===== src/rtl/rhythm_pkg.sv =====
// Shared types and constants for the rhythm-key game sequencer.
// Latency: none (declarations and a pure helper function only).
// Backpressure: not applicable.
package rhythm_pkg;

    typedef enum logic [2:0] {
        ST_IDLE,
        ST_SHOW_ON,
        ST_SHOW_OFF,
        ST_LISTEN,
        ST_WIN,
        ST_LOSE
    } state_t;

    // Pattern element encoding: one bit per element.
    localparam logic LONG  = 1'b1;
    localparam logic SHORT = 1'b0;

    // Width of the press-duration counter and of the phase/timeout timer.
    localparam int TIMER_W = 32;

    // Increment that sticks at all-ones instead of wrapping.
    function automatic logic [TIMER_W-1:0] sat_inc(input logic [TIMER_W-1:0] v);
        return (&v) ? v : v + {{(TIMER_W-1){1'b0}}, 1'b1};
    endfunction

endpackage


===== src/rtl/press_timer.sv =====
// Synchronizes the player key, measures each press and classifies it short/long on release.
// Latency: rel_valid asserts 2 cycles after the raw key rises (synchronizer depth).
// Backpressure: none; rel_valid is a one-cycle pulse the consumer may ignore.
module press_timer
    import rhythm_pkg::*;
#(
    parameter int unsigned LONG_CYCLES = 25_000_000
) (
    input  logic clk,
    input  logic rst,
    input  logic key,
    output logic key_up,
    output logic rel_valid,
    output logic rel_long
);

    localparam logic [TIMER_W-1:0] LONG_TH = TIMER_W'(LONG_CYCLES);

    logic               sync1_q;
    logic               sync2_q;
    logic               prev_q;
    logic [TIMER_W-1:0] dur_q;
    logic [TIMER_W-1:0] dur_d;

    // Two-flop synchronizer plus a copy of the last synchronized level for edge detection.
    always_ff @(posedge clk or negedge rst) begin
        if (!rst) begin
            sync1_q <= 1'b1;
            sync2_q <= 1'b1;
            prev_q  <= 1'b1;
        end else begin
            sync1_q <= key;
            sync2_q <= sync1_q;
            prev_q  <= sync2_q;
        end
    end

    // Count cycles held low (saturating); any released cycle, including the release edge, clears it.
    always_comb begin
        dur_d = '0;
        if (!sync2_q) begin
            dur_d = sat_inc(dur_q);
        end
    end

    // Duration register.
    always_ff @(posedge clk or negedge rst) begin
        if (!rst) begin
            dur_q <= '0;
        end else begin
            dur_q <= dur_d;
        end
    end

    // dur_q still holds the full press length during the release-edge cycle.
    assign key_up    = sync2_q;
    assign rel_valid = sync2_q & ~prev_q;
    assign rel_long  = rel_valid & (dur_q >= LONG_TH);

endmodule


===== src/rtl/rhythm_game_ctrl.sv =====
// Rhythm-key game sequencer: plays the pattern on the cue LED, then times and checks player presses.
// Latency: start -> cue on the next edge; raw key release -> win/lose LED 3 cycles later.
// Backpressure: none; start outside IDLE and releases outside LISTEN are dropped.
module rhythm_game_ctrl
    import rhythm_pkg::*;
#(
    parameter int unsigned PATTERN_LEN = 4,
    parameter logic [7:0]  PATTERN     = 8'b0000_0100,
    parameter int unsigned LONG_CYCLES = 25_000_000,
    parameter int unsigned SHORT_SHOW  = 12_500_000,
    parameter int unsigned LONG_SHOW   = 50_000_000,
    parameter int unsigned GAP         = 12_500_000,
    parameter int unsigned TIMEOUT     = 250_000_000,
    parameter int unsigned RESULT_HOLD = 100_000_000
) (
    input  logic       clk,
    input  logic       rst,
    input  logic       key,
    input  logic       start,
    output logic       led_cue,
    output logic       led_ini,
    output logic       led_g,
    output logic       led_r,
    output logic       busy,
    output logic [3:0] score
);

    // Timers count 0..limit-1, so each compare value is one less than the duration.
    localparam logic [TIMER_W-1:0] SHORT_LIM = TIMER_W'(SHORT_SHOW - 1);
    localparam logic [TIMER_W-1:0] LONG_LIM  = TIMER_W'(LONG_SHOW - 1);
    localparam logic [TIMER_W-1:0] GAP_LIM   = TIMER_W'(GAP - 1);
    localparam logic [TIMER_W-1:0] TO_LIM    = TIMER_W'(TIMEOUT - 1);
    localparam logic [TIMER_W-1:0] HOLD_LIM  = TIMER_W'(RESULT_HOLD - 1);
    localparam logic [2:0]         LAST_IDX  = 3'(PATTERN_LEN - 1);

    state_t             state_q, state_d;
    logic [2:0]         idx_q, idx_d;
    logic [TIMER_W-1:0] timer_q, timer_d;
    logic [3:0]         score_q, score_d;
    logic               armed_q, armed_d;

    logic               key_up;
    logic               rel_valid;
    logic               rel_long;
    logic               cur_elem;
    logic [TIMER_W-1:0] show_lim;

    press_timer #(
        .LONG_CYCLES(LONG_CYCLES)
    ) u_press_timer (
        .clk      (clk),
        .rst      (rst),
        .key      (key),
        .key_up   (key_up),
        .rel_valid(rel_valid),
        .rel_long (rel_long)
    );

    assign cur_elem = PATTERN[idx_q];
    assign show_lim = (cur_elem == LONG) ? LONG_LIM : SHORT_LIM;
    assign score    = score_q;

    // State, index, shared phase/timeout timer, score and the LISTEN arming flag.
    always_ff @(posedge clk or negedge rst) begin
        if (!rst) begin
            state_q <= ST_IDLE;
            idx_q   <= '0;
            timer_q <= '0;
            score_q <= '0;
            armed_q <= 1'b0;
        end else begin
            state_q <= state_d;
            idx_q   <= idx_d;
            timer_q <= timer_d;
            score_q <= score_d;
            armed_q <= armed_d;
        end
    end

    // Next-state logic and LED decode from the registered state.
    always_comb begin
        state_d = state_q;
        idx_d   = idx_q;
        timer_d = timer_q + {{(TIMER_W-1){1'b0}}, 1'b1};
        score_d = score_q;
        armed_d = 1'b0;
        led_cue = 1'b0;
        led_ini = 1'b0;
        led_g   = 1'b0;
        led_r   = 1'b0;
        busy    = (state_q != ST_IDLE);

        case (state_q)
            ST_IDLE: begin
                timer_d = '0;
                if (start) begin
                    state_d = ST_SHOW_ON;
                    idx_d   = '0;
                end
            end

            ST_SHOW_ON: begin
                led_cue = 1'b1;
                if (timer_q == show_lim) begin
                    state_d = ST_SHOW_OFF;
                    timer_d = '0;
                end
            end

            ST_SHOW_OFF: begin
                if (timer_q == GAP_LIM) begin
                    timer_d = '0;
                    if (idx_q == LAST_IDX) begin
                        idx_d   = '0;
                        state_d = ST_LISTEN;
                    end else begin
                        idx_d   = idx_q + 3'd1;
                        state_d = ST_SHOW_ON;
                    end
                end
            end

            ST_LISTEN: begin
                led_ini = 1'b1;
                // A key already down on entry must be seen released once before presses count.
                armed_d = armed_q | key_up;
                // The release check comes first so it beats a coincident timeout.
                if (rel_valid && armed_q) begin
                    if (rel_long != cur_elem) begin
                        state_d = ST_LOSE;
                        timer_d = '0;
                        score_d = '0;
                    end else if (idx_q == LAST_IDX) begin
                        state_d = ST_WIN;
                        timer_d = '0;
                        score_d = (score_q == 4'd15) ? score_q : score_q + 4'd1;
                    end else begin
                        idx_d   = idx_q + 3'd1;
                        timer_d = '0;
                    end
                end else if (timer_q == TO_LIM) begin
                    state_d = ST_LOSE;
                    timer_d = '0;
                    score_d = '0;
                end
            end

            ST_WIN: begin
                led_g = 1'b1;
                if (timer_q == HOLD_LIM) begin
                    state_d = ST_IDLE;
                    timer_d = '0;
                end
            end

            ST_LOSE: begin
                led_r = 1'b1;
                if (timer_q == HOLD_LIM) begin
                    state_d = ST_IDLE;
                    timer_d = '0;
                end
            end

            default: begin
                state_d = ST_IDLE;
                timer_d = '0;
            end
        endcase
    end

endmodule


===== config.mk =====
export PLATFORM = sky130hd
export DESIGN_NAME = rhythm_game_ctrl
export DESIGN_NICKNAME = d
export VERILOG_FILES = /design/src/rtl/rhythm_pkg.sv /design/src/rtl/press_timer.sv /design/src/rtl/rhythm_game_ctrl.sv
export SDC_FILE = /design/constraint.sdc
export NUM_CORES = 1
export LEC_CHECK = 0
export CORE_MARGIN = 1
export CORE_UTILIZATION = 49
export CTS_BUF_LIST = sky130_fd_sc_hd__clkbuf_4
export CTS_CLUSTER_SIZE = 24
export DETAILED_ROUTE_END_ITERATION = 12
export GPL_ROUTABILITY_DRIVEN = 0
export PLACE_DENSITY = 0.76
export SETUP_SLACK_MARGIN = 0.02
export SLEW_MARGIN = 20
export SYNTH_ARGS = -nofsm -noshare
export SYNTH_HDL_FRONTEND = slang
export SYNTH_SLANG_ARGS = --single-unit

===== constraint.sdc =====
create_clock -name clk -period 3.6 [get_ports clk]
set_clock_uncertainty 0.1 [all_clocks]
set_input_delay 0.72 -clock clk [delete_from_list [all_inputs] [get_ports clk]]
set_output_delay 0.72 -clock clk [all_outputs]
set_load 0.05 [all_outputs]

* Word level (Yosys, flattened, before mapping)
Memories as Yosys holds them, arrays and structs flattened. Cells that the tools add are included.
Word-level totals: register bits after elaboration 78, bits in latches 0, RAM bits 0, memory bits (read-only) 8, input port bits 4, output and inout bits 9, word-level logic and storage cells 91, memories 1
Memory list:
- (name not given) | depth 8, width 1, rd ports 1, clocked after memory_dff 0, wr ports 0, line rhythm_game_ctrl.sv:59 | assign cur_elem = PATTERN[idx_q];
Cells by class: add/subtract/negate cells 4, $mul 0, divide/modulo/power cells 0, magnitude comparators 2, eq/ne operators 24, shift operators 0, multiplexer cells 37, bitwise logic cells 4, reductions and logical operators 10
Operators with widths (number):
- 2-to-1 mux 32 bit | 7
- case mux 32 bit (4 select lines) | 1
- adder 32 x 1 -> 32 bit (second input constant) | 2
- 2-to-1 mux 3 bit | 14
- == test 32 x 24 -> 1 bit (second input constant) | 1
- == test 32 x 26 -> 1 bit | 1
- == test 32 x 27 -> 1 bit (second input constant) | 1
- == test 32 x 28 -> 1 bit (second input constant) | 1
- greater-or-equal comparator 32 x 25 -> 1 bit (second input constant) | 1
- AND reduction 32 bit | 1
- 2-to-1 mux 26 bit | 1
- 2-to-1 mux 4 bit | 5
- case mux 3 bit (5 select lines) | 1
- inequality test 2 bit (second input constant) | 6
- AND reduction 6 bit | 2
- == test 3 x 2 -> 1 bit (second input constant) | 3
- case mux 3 bit (3 select lines) | 1
- == test 3 bit (second input constant) | 2
- 2-to-1 mux 1 bit | 6
- inequality test 3 bit (second input constant) | 2
- nonzero test 3 bit | 2
- adder 4 x 1 -> 4 bit (second input constant) | 1
- == test 4 bit (second input constant) | 1
- < comparator 3 x 4 -> 1 bit (second input constant) | 1
- 15 further kinds | 17

* Longest topological paths before layout
word-level depth 7, mapped depth 10, gate-level depth less buffers 8

* Modules after synthesis
A second synthesis with hierarchy kept.
Second synthesis, totals: cells, all modules 471, area, all modules 4438.0 sq um
By module, submodules not included:
- rhythm_game_ctrl | times used 1, cells each 271, area an instance 2483.6 sq um, sequential area each 1076.0 sq um
- press_timer | times used 1, cells each 200, area an instance 1954.4 sq um, sequential area each 879.6 sq um

* Least setup slack after synthesis
OpenSTA, ideal clock, no wires.
path kind flip-flop to output port, from reg state_q[1], to out led_r, data arrival time 1785 ps, required time 2780 ps, path slack 995 ps, stages on the path, launching flop included 3, path buffers 1, cells stage by stage dfrtp_1 -> clkbuf_1 -> nor3b_1
On the way: cells in the longest elaborated chain, start to end 2
Ends and longest elaborated chain:
- start, declared | line rhythm_game_ctrl.sv:36 | state_t state_q, state_d;
- start signal, assigned | line rhythm_game_ctrl.sv:72 | state_q <= state_d;
- == test 3 bit | line rhythm_game_ctrl.sv:93 | case (state_q)
- 2-to-1 mux 1 bit | line rhythm_game_ctrl.sv:93
- end, declared | line rhythm_game_ctrl.sv:23 | output logic led_r,
No other way between the ends.

* Final worst setup path
from reg state_q[1], to out led_ini
On the way: cells in the longest elaborated chain, start to end 2
Ends and longest elaborated chain:
- == test 3 x 2 -> 1 bit | line rhythm_game_ctrl.sv:93
- 2-to-1 mux 1 bit | line rhythm_game_ctrl.sv:93
- end, declared | line rhythm_game_ctrl.sv:21 | output logic led_ini,
No other way between the ends.

==> results.py <==
metrics = {
    "outcome": {
        "outcome": "completed",
    },
    "worst_setup_path": {
        "cp-end-kind": "output pin",
        "critPathLaunchType": "flop",
        "crit_type": "flop to output pin",
        "cp_slowest_cell": "clkdlybuf4s50_1",
        "cp.arrival_ns": 2.33,
        "cpPeakStageDelay_ns": 0.80,
        "crit_required_ns": 2.78,
        "r2r_start": "timer_q[14]$_DFF_PN0_",
        "r2r_setup_slack_ns": 0.85,
        "path_delay_family": "buffers and inverters",
        "cp_cell_sequence": "nand2_1, or2_2, inv_1, clkdlybuf4s50_1",
        "path_buf_inv": 2,
        "r2r-end": "timer_q[18]$_DFF_PN0_",
        "cp_max_fo": 15,
        "r2r_cells": 7,
    },
    "yosys": {
        "synth_fa_ha_area_share_pct": 2.31,
        "synthTopCellsByCount": "nor2_1, dfrtp_1, xnor2_1",
        "synth.mux.area_fraction_pct": 1.48,
        "synth-compound-area-share_pct": 6.13,
        "synth_nets": 474,
        "syn_area_per_cell_um2": 9.36,
        "synth-async-reset-ratio_pct": 100,
        "synth_most_common_cell": "nor2_1",
        "syn_area_um2": 4330,
        "synthSimpleGateAreaFrac_pct": 31.0,
        "yosys.area_share.xor_xnor_pct": 10.7,
        "synth_area_leaders": "dfrtp_1, nor2_1, xnor2_1, xor2_1, nand3_1",
        "synth-edff-count": 0,
        "yosysUniqueCellTypes": 57,
        "yosysWarningCount": 0,
        "ys.flop_type": "dfrtp_1",
        "synth_top_area_share_pct": 43.4,
        "ys_ff_latch": 78,
        "synthCells": 462,
        "synth_largest_area_cell": "dfrtp_1",
        "synth_top_family_by_area": "simple AND/OR/NAND/NOR gates",
        "ys_seq_area_share_pct": 45.2,
    },
    "cts": {
        "tritoncts": "built",
        "cts_hold_buf": 0,
        "clk_latency_ns": 0.43,
        "cts_resized": 0,
        "cts_sinks": 78,
        "post_cts_buffers": 0,
        "clock_path_buffers": 2,
        "clkTransAtPathRegs_ns": 0.13,
        "clockRootBuffer": "clkbuf_4",
        "cts-htree-levels": 3,
        "cts_buffers": 9,
    },
    "place": {
        "pre_cts_ws_ns": 0.928,
        "dp_cells": 565,
        "dp_hpwl_mm": 5.63,
        "io_buffers": 12,
    },
    "global_routing": {
        "grt_pass1_wl_mm": 14.4,
        "grt_max_degree": 79,
        "grtUsageTotal_pct": 20.3,
        "grt_antenna_before_repair": 0,
        "grt_overflow": 0,
        "grt_pass1_vias": 3191,
    },
    "routing": {
        "totalWireLength_mm": 8.44,
        "drt_first_pass_iters": 5,
        "drc": 0,
        "ant_nets": 0,
        "vias_per_cell": 5.85,
        "wl_per_cell_um": 14.5,
        "via_count": 3396,
        "dr.first_iter.drc_count": 169,
    },
    "sta": {
        "finalSetupTns_ns": 0,
        "final.setup.worst_slack_ns": 0.447,
        "clock.fmax_ghz": 0.317,
        "tightest_slew_ns": 0.946,
        "setup_viol_count_final": 0,
        "max_slew_margin_pct": 37.0,
        "fin_crit_ns": 3.15,
        "rsz0062_at_grt": "false",
        "drv_slew": 0,
        "hold_viol": 0,
        "finalCritPeriodShare_pct": 87.6,
    },
    "die": {
        "die_x_um": 96.0,
        "dieArea_um2": 9210,
        "design.core.area_um2": 8380,
        "die_y_um": 96.0,
        "num_rows": 33,
        "start_util_pct": 51.6,
        "io_pins": 13,
    },
    "finish": {
        "finalNonFillerCells": 581,
        "synthToLayoutAreaGrowth_pct": 7.32,
        "num-nets-final": 483,
        "layout-drive-gt1-share_pct": 7.77,
        "antennaDiodeCount": 0,
    },
    "power": {
        "power_density_nw_per_um2": 313,
        "p_total_mw": 1.45,
        "peakVddDrop_v": 0.000180,
        "power.leakage_nw": 1.90,
    },
    "min_path": {
        "worstHoldStart": "u_press_timer.sync1_q$_DFF_PN1_",
        "hold_path_depth": 0,
        "holdPathEnd": "u_press_timer.key_up$_DFF_PN1_",
        "hp-class": "flop to flop",
    },
    "flow_run": {
        "drv_cap": 0,
    },
}
cell families (layout without fill, tap and decap cells):
logic type / after synthesis / count (layout)
adder cells (fa/ha/maj): 8 / 8
AND/OR/NAND/NOR: 248 / 248
XOR/XNOR: 53 / 53
multiplexers: 6 / 6
AO/OA/AOI/OAI: 40 / 40
buffers and inverters: 29 / 43
flip-flops: 78 / 78
state kept, by name, indices dropped and copies added (netlist names), 3 cells and up:
| name | count |
|---|---|
| idx_q | 3 |
| score | 4 |
| u_press_timer.dur_q | 32 |
| state_q | 3 |
| timer_q | 32 |
metal layers:
layer,global-route usage (%),vias to the layer above,part of all wire [%]
li1,-,1650,-
met2,31.9,103,47
met1,27.1,1631,46
met4,8.58,0,1.3
met5,0,-,0
met3,4.34,12,5.7
stage by stage:
| step | utilization (%) | instance area [um2] | hold WS [ns] |
|---|---|---|---|
| global placement | 53.7 | 4500 | 0.247 |
| finish | 55.4 | 4640 | 0.268 |
| global route | 55.4 | 4640 | 0.270 |
| detailed placement | 53.7 | 4500 | 0.248 |
| CTS | 55.4 | 4640 | 0.274 |
| floorplan | - | 4330 | 0.245 |
power breakdown:
part	switching (mW)	internal [mW]	total (mW)
registers	0.00354	0.882	0.885
clock network	0.322	0.213	0.535
logic	0.0260	0.00678	0.0328
final cells by class:
type | instances | area, um2
clock inverter | 7 | 72.6
inverter | 13 | 48.8
sequential | 78 | 1960
tap | 105 | 131
multi-input combinational | 355 | 2230
clock buffer | 9 | 67.6
fill | 730 | 3740
timing repair buffer | 14 | 133
worst max path at each step:
stage / to / startpoint / depth (start not counted)
after floorplan: led_r / state_q[1]$_DFFE_PN0P_ / 2
after global placement: led_ini / state_q[1]$_DFFE_PN0P_ / 4
after detailed placement: timer_q[10]$_DFF_PN0_ / timer_q[14]$_DFF_PN0_ / 7
after CTS: led_ini / state_q[1]$_DFFE_PN0P_ / 4
after global routing: led_ini / state_q[1]$_DFFE_PN0P_ / 4
final: led_ini / state_q[1]$_DFFE_PN0P_ / 4
placed cells by master, fill, tap and decap left out, types with 12 or more instances in the layout:
| cell | n |
|---|---|
| a21oi_1 | 12 |
| dfrtp_1 | 75 |
| inv_1 | 13 |
| nand2_1 | 31 |
| nand3_1 | 25 |
| nand4_1 | 17 |
| nor2_1 | 81 |
| nor3_1 | 18 |
| nor4_1 | 15 |
| xnor2_1 | 34 |
| xor2_1 | 19 |
Note: power is estimated with default switching activity, not from simulation.
==> RTL change 1, RTL diff (same flow settings) <==
`TIMER_W`: 32 -> 36.
--- a/src/rtl/rhythm_pkg.sv
+++ b/src/rtl/rhythm_pkg.sv
@@ -17,7 +17,7 @@
     localparam logic SHORT = 1'b0;
 
     // Width of the press-duration counter and of the phase/timeout timer.
-    localparam int TIMER_W = 32;
+    localparam int TIMER_W = 36;
 
     // Increment that sticks at all-ones instead of wrapping.
     function automatic logic [TIMER_W-1:0] sat_inc(input logic [TIMER_W-1:0] v);
Formal check against the unedited RTL: same outputs for any inputs over 10 cycles, from zero or initial values and one cycle with rst low; that may be too few to reach the edited logic, so the function may still have changed.
==> RTL change 1 against the unedited design <==
Maximum frequency rose by 1.6%; total power is 13% higher; final cell count grew 9.3%; sequential cell count increased by 8; register-to-register slack got worse by 130 ps; cell area up 9.4%; setup slack better by 50 ps; routed wire length increased by 8.0%; area after synthesis is 7.9% higher; via count up 4.2%; critical endpoint is now led_cue.
==> RTL change 1: results (changes against the unedited design) <==
outcome finished clean (unchanged); Hold Buf Count CTS 0 (unchanged); CTS clk-pin slew, worst paths 150 ps (was 130 ps); clk buf depth 2 (unchanged); delay of the slowest critical-path stage 870 ps (was 800 ps); Post-synth top cells nor2_1, dfrtp_1, xor2_1 (was nor2_1, dfrtp_1, xnor2_1); ranking of synthesized cells by area dfrtp_1, xor2_1, nor2_1, xnor2_1, nand3_1 (was dfrtp_1, nor2_1, xnor2_1, xor2_1, nand3_1); Primary FF master, synth dfrtp_1 (unchanged); post-CTS setup buffers 0 (unchanged); Mapped Nets 497 (was 474); Routed Antenna Nets 0 (unchanged); wire per inst 14.4 um (was 14.5 um); post-cts resize count 0 (unchanged); share of cells above drive strength 1 0.0850 (was 0.0777); port buffer count 12 (unchanged); n_diodes 0 (unchanged); Final Net Count 513 (was 483); Starting DRT DRC Count 243 (was 169); initial antenna violation count 0 (unchanged); sequential-to-total area share from yosys stat 0.462 (was 0.452); First-pass DRT Iterations 4 (was 5); via count 3540 (was 3396); Ys Warns 0 (unchanged); pin count of the biggest net entering global routing 39 (was 79); Hold Crit Class input pin to asynchronous set/reset pin (was flop to flop); total CTS buffers 9 (unchanged); Tightest Pin Transition 1010 ps (was 946 ps); leak pwr 0.00219 uW (was 0.00190 uW); Detailed Place HPWL 6490 um (was 5630 um); Yosys cell types 58 (was 57); crit-path max FO 10 (was 15); GR Util All Layers 0.203 (about the same); Root Driver clkbuf_4 (unchanged); clk_lat worst skew 450 ps (was 430 ps); Worst path slowest cell clkdlybuf4s50_1 (unchanged); global-route wire length before repair 16200 um (was 14400 um); CTS H-tree lvls 3 (unchanged); asr flop ratio synth 1.00 (unchanged); pre-CTS setup slack 824 ps (was 928 ps); fill count 814 (was 730); Top Family by Delay on Critical Path buffers and inverters (unchanged); Peak VDD IR 0.144 mV (was 0.180 mV)
[RTL change 1: changes by cell type in the layout (fill, tap and decap cells not counted), moves of 4 or more]
cell | unedited run | this run
xnor2_1 | 34 | 25
nand3_1 | 25 | 35
and2_1 | 0 | 4
o21ai_0 | 8 | 4
dfrtp_1 | 75 | 83
nand4_1 | 17 | 24
or3_1 | 7 | 1
nor3_1 | 18 | 10
xor2_1 | 19 | 42
nor4_1 | 15 | 8
a21oi_1 | 12 | 6
and4_1 | 4 | 9
nor4b_1 | 4 | 0
nor2_1 | 81 | 94
[RTL change 1: path summary, 6_finish.rpt]
check	slack, ps	from	depth (start not counted)	to
hold / removal	100	rst	1	timer_q[2]
min in group clk	270	u_press_timer.sync1_q	0	u_press_timer.key_up
setup / recovery	500	state_q[0]	3	led_cue
max in group asynchronous	2520	rst	2	u_press_timer.prev_q
setup reg to reg	720	timer_q[14]	7	timer_q[19]
hold reg to reg	270	u_press_timer.sync1_q	0	u_press_timer.key_up
[RTL change 1: logic make-up after synthesis]
logic type,count (synthesis),synth area share
adder cells (fa/ha/maj),8,0.0215
XOR/XNOR,67,0.126
AND/OR/NAND/NOR,261,0.297
flip-flops,86,0.462
multiplexers,7,0.0166
buffers and inverters,28,0.0284
AO/OA/AOI/OAI,28,0.0483
[RTL change 1: metal layers]
layer / share of wire / GRT usage / routed length, um
met5: 0 / 0 / 0
met4: 0.018 / 0.0826 / 167
met1: 0.48 / 0.264 / 4360
met3: 0.024 / 0.0274 / 221
met2: 0.48 / 0.344 / 4370
[RTL change 1: stage by stage]
stage / area [sq um] / utilization / instances / total power (uW)
5_1_grt: 5080 / 0.550 / 635 / 1700
6_report: 5080 / 0.550 / 635 / 1640
2_1_floorplan: 4670 / - / 485 / 1010
3_5_place_dp: 4920 / 0.532 / 619 / 1030
4_1_cts: 5080 / 0.550 / 635 / 1660
3_3_place_gp: 4920 / 0.532 / 619 / 1030
[RTL change 1: layout make-up]
cell class / count / area [sq um] / area share
Timing Repair Buffer: 17 / 155 / 0.0305
Sequential cell: 86 / 2160 / 0.424
Tap cell: 129 / 161 / 0.0318
Multi-Input combinational cell: 371 / 2380 / 0.469
Clock buffer: 9 / 67.6 / 0.0133
Clock inverter: 7 / 96.3 / 0.0190
Inverter: 16 / 60.1 / 0.0118
[RTL change 1: power by group]
| group | switching (uW) | total [uW] | internal [uW] |
|---|---|---|---|
| sequential | 3.35 | 975 | 972 |
| combinational | 30.2 | 39.1 | 8.94 |
| clock | 344 | 628 | 284 |
==> RTL change 2, RTL diff (same settings) <==
Made on the original files. Encoding of `state_t`: now one-hot (6 bits for 6 states).
--- a/src/rtl/rhythm_pkg.sv
+++ b/src/rtl/rhythm_pkg.sv
@@ -3,13 +3,13 @@
 // Backpressure: not applicable.
 package rhythm_pkg;
 
-    typedef enum logic [2:0] {
-        ST_IDLE,
-        ST_SHOW_ON,
-        ST_SHOW_OFF,
-        ST_LISTEN,
-        ST_WIN,
-        ST_LOSE
+    typedef enum logic [5:0] {
+        ST_IDLE     = 6'b000001,
+        ST_SHOW_ON  = 6'b000010,
+        ST_SHOW_OFF = 6'b000100,
+        ST_LISTEN   = 6'b001000,
+        ST_WIN      = 6'b010000,
+        ST_LOSE     = 6'b100000
     } state_t;
 
     // Pattern element encoding: one bit per element.
Formal check against the unedited RTL: no difference found for any inputs over 10 cycles, from zero or initial values and one cycle with rst low; not proved beyond that.
==> RTL change 2 against the unedited design <==
Routed wire length grew 16%; count of clock-buffer cells in the layout is 3 higher; area after synthesis increased by 7.9%; sequential cell count is 3 higher; cell area grew 8.4%; setup slack worse by 250 ps; critical path type unchanged; largest cell class unchanged.
Power is not compared: it rests on default switching activity, and its combinational part moved more than twofold at a synthesized area within 25%.
==> RTL change 2: results (changes against the unedited design) <==
n_diodes 0 (unchanged); Top Family by Delay on Critical Path simple AND/OR/NAND/NOR gates (was buffers and inverters); vias in the first global route 3736 (was 3191); Final Net Count 536 (was 483); CTS clk-pin slew, worst paths ~140 ps; Peak VDD IR about 0.18 mV; crit-path max FO 10 (was 15); slew margin rel. 0.492 (was 0.370); Largest regs timer_q x32, u_press_timer.dur_q x32, state_q x6; Post-synth top cells nor2_1, dfrtp_1, xnor2_1 (unchanged); global-route wire length before repair 17300 um (was 14400 um); leak pwr just under 0.002 uW; outcome finished clean (unchanged); First-pass DRT Iterations 5 (unchanged); metal3 WL 463 um (was 478 um); CTS H-tree lvls 3 (unchanged); met3 usage 0.0330 (was 0.0434); sequential-to-total area share from yosys stat 0.435 (was 0.452); Hold Crit Class input pin to asynchronous set/reset pin (was flop to flop); Primary FF master, synth dfrtp_1 (unchanged); pre-CTS setup slack 689 ps (was 928 ps); Starting DRT DRC Count 236 (was 169); clk_lat worst skew 430 ps (about the same); drt total wl 9810 um (was 8440 um); Worst path slowest cell clkdlybuf4s50_1 (unchanged); port buffer count 12 (unchanged); post-cts resize count 0 (unchanged); mux contribution to synthesized area 0.00670 (was 0.0148); met1 WL 4650 um (was 3890 um); Detailed Place HPWL 6740 um (was 5630 um); post-synthesis compound-gate area fraction 0.0941 (was 0.0613); pin count of the biggest net entering global routing 82 (was 79); share of cells above drive strength 1 0.0718 (was 0.0777); Avg Inst Size Synth 8.99 sq um (was 9.36 sq um); Mapped Nets 531 (was 474); ranking of synthesized cells by area dfrtp_1, nor2_1, xnor2_1, xor2_1, nand3_1 (unchanged); wire length on met2 4510 um (was 3970 um); top layer reached by signal wires met4 (unchanged); Layout Cells excl Fill 658 (was 581); Cells after DPL 642 (was 565); vias per inst 5.81 (was 5.85); routing usage on met1 0.301 (was 0.271); DP Area 4870 sq um (was 4500 sq um); GR Util All Layers 0.217 (was 0.203); synthesized-area fraction occupied by xor and xnor cells 0.103 (was 0.107); post-CTS setup buffers 0 (unchanged); met2 usage 0.338 (was 0.319); adder-cell share of the synthesized area 0.0214 (was 0.0231); Yosys cell types 54 (was 57); Data arrival, critical path 2580 ps (was 2330 ps); delay of the slowest critical-path stage 830 ps (was 800 ps)
RTL change 2: cell count changes after synthesis, sizes merged, moves of 5 or more:
cell,change
o21ai,+10
clkbuf,+9
and2,+8
and3,+7
inv,+6
o211ai,+5
RTL change 2: path summary, 6_finish.rpt:
check                                           start                      end  slack, ps  cells past startpoint
min in group clk                u_press_timer.sync1_q     u_press_timer.key_up        260                      0
worst min-delay path                              rst  u_press_timer.dur_q[29]        210                      1
max in group asynchronous                         rst   u_press_timer.dur_q[6]       2670                      1
worst min register to register  u_press_timer.sync1_q     u_press_timer.key_up        260                      0
worst max-delay path                       state_q[3]                    led_g        200                      3
worst max register to register             timer_q[8]              timer_q[19]        610                      7
RTL change 2: area by class of cell:
class,count,area [sq um]
inverter,19,71.3
multi-input combinational,396,2450
sequential,81,2030
tap,129,161
clock buffer,12,90.1
clock inverter,4,70.1
timing repair buffer,17,159
fill,797,4210
RTL change 2: report_power, final:
part,internal (uW),total (uW),switching [uW]
logic,89.7,270,181
registers,935,962,26.7
clock network,304,614,310
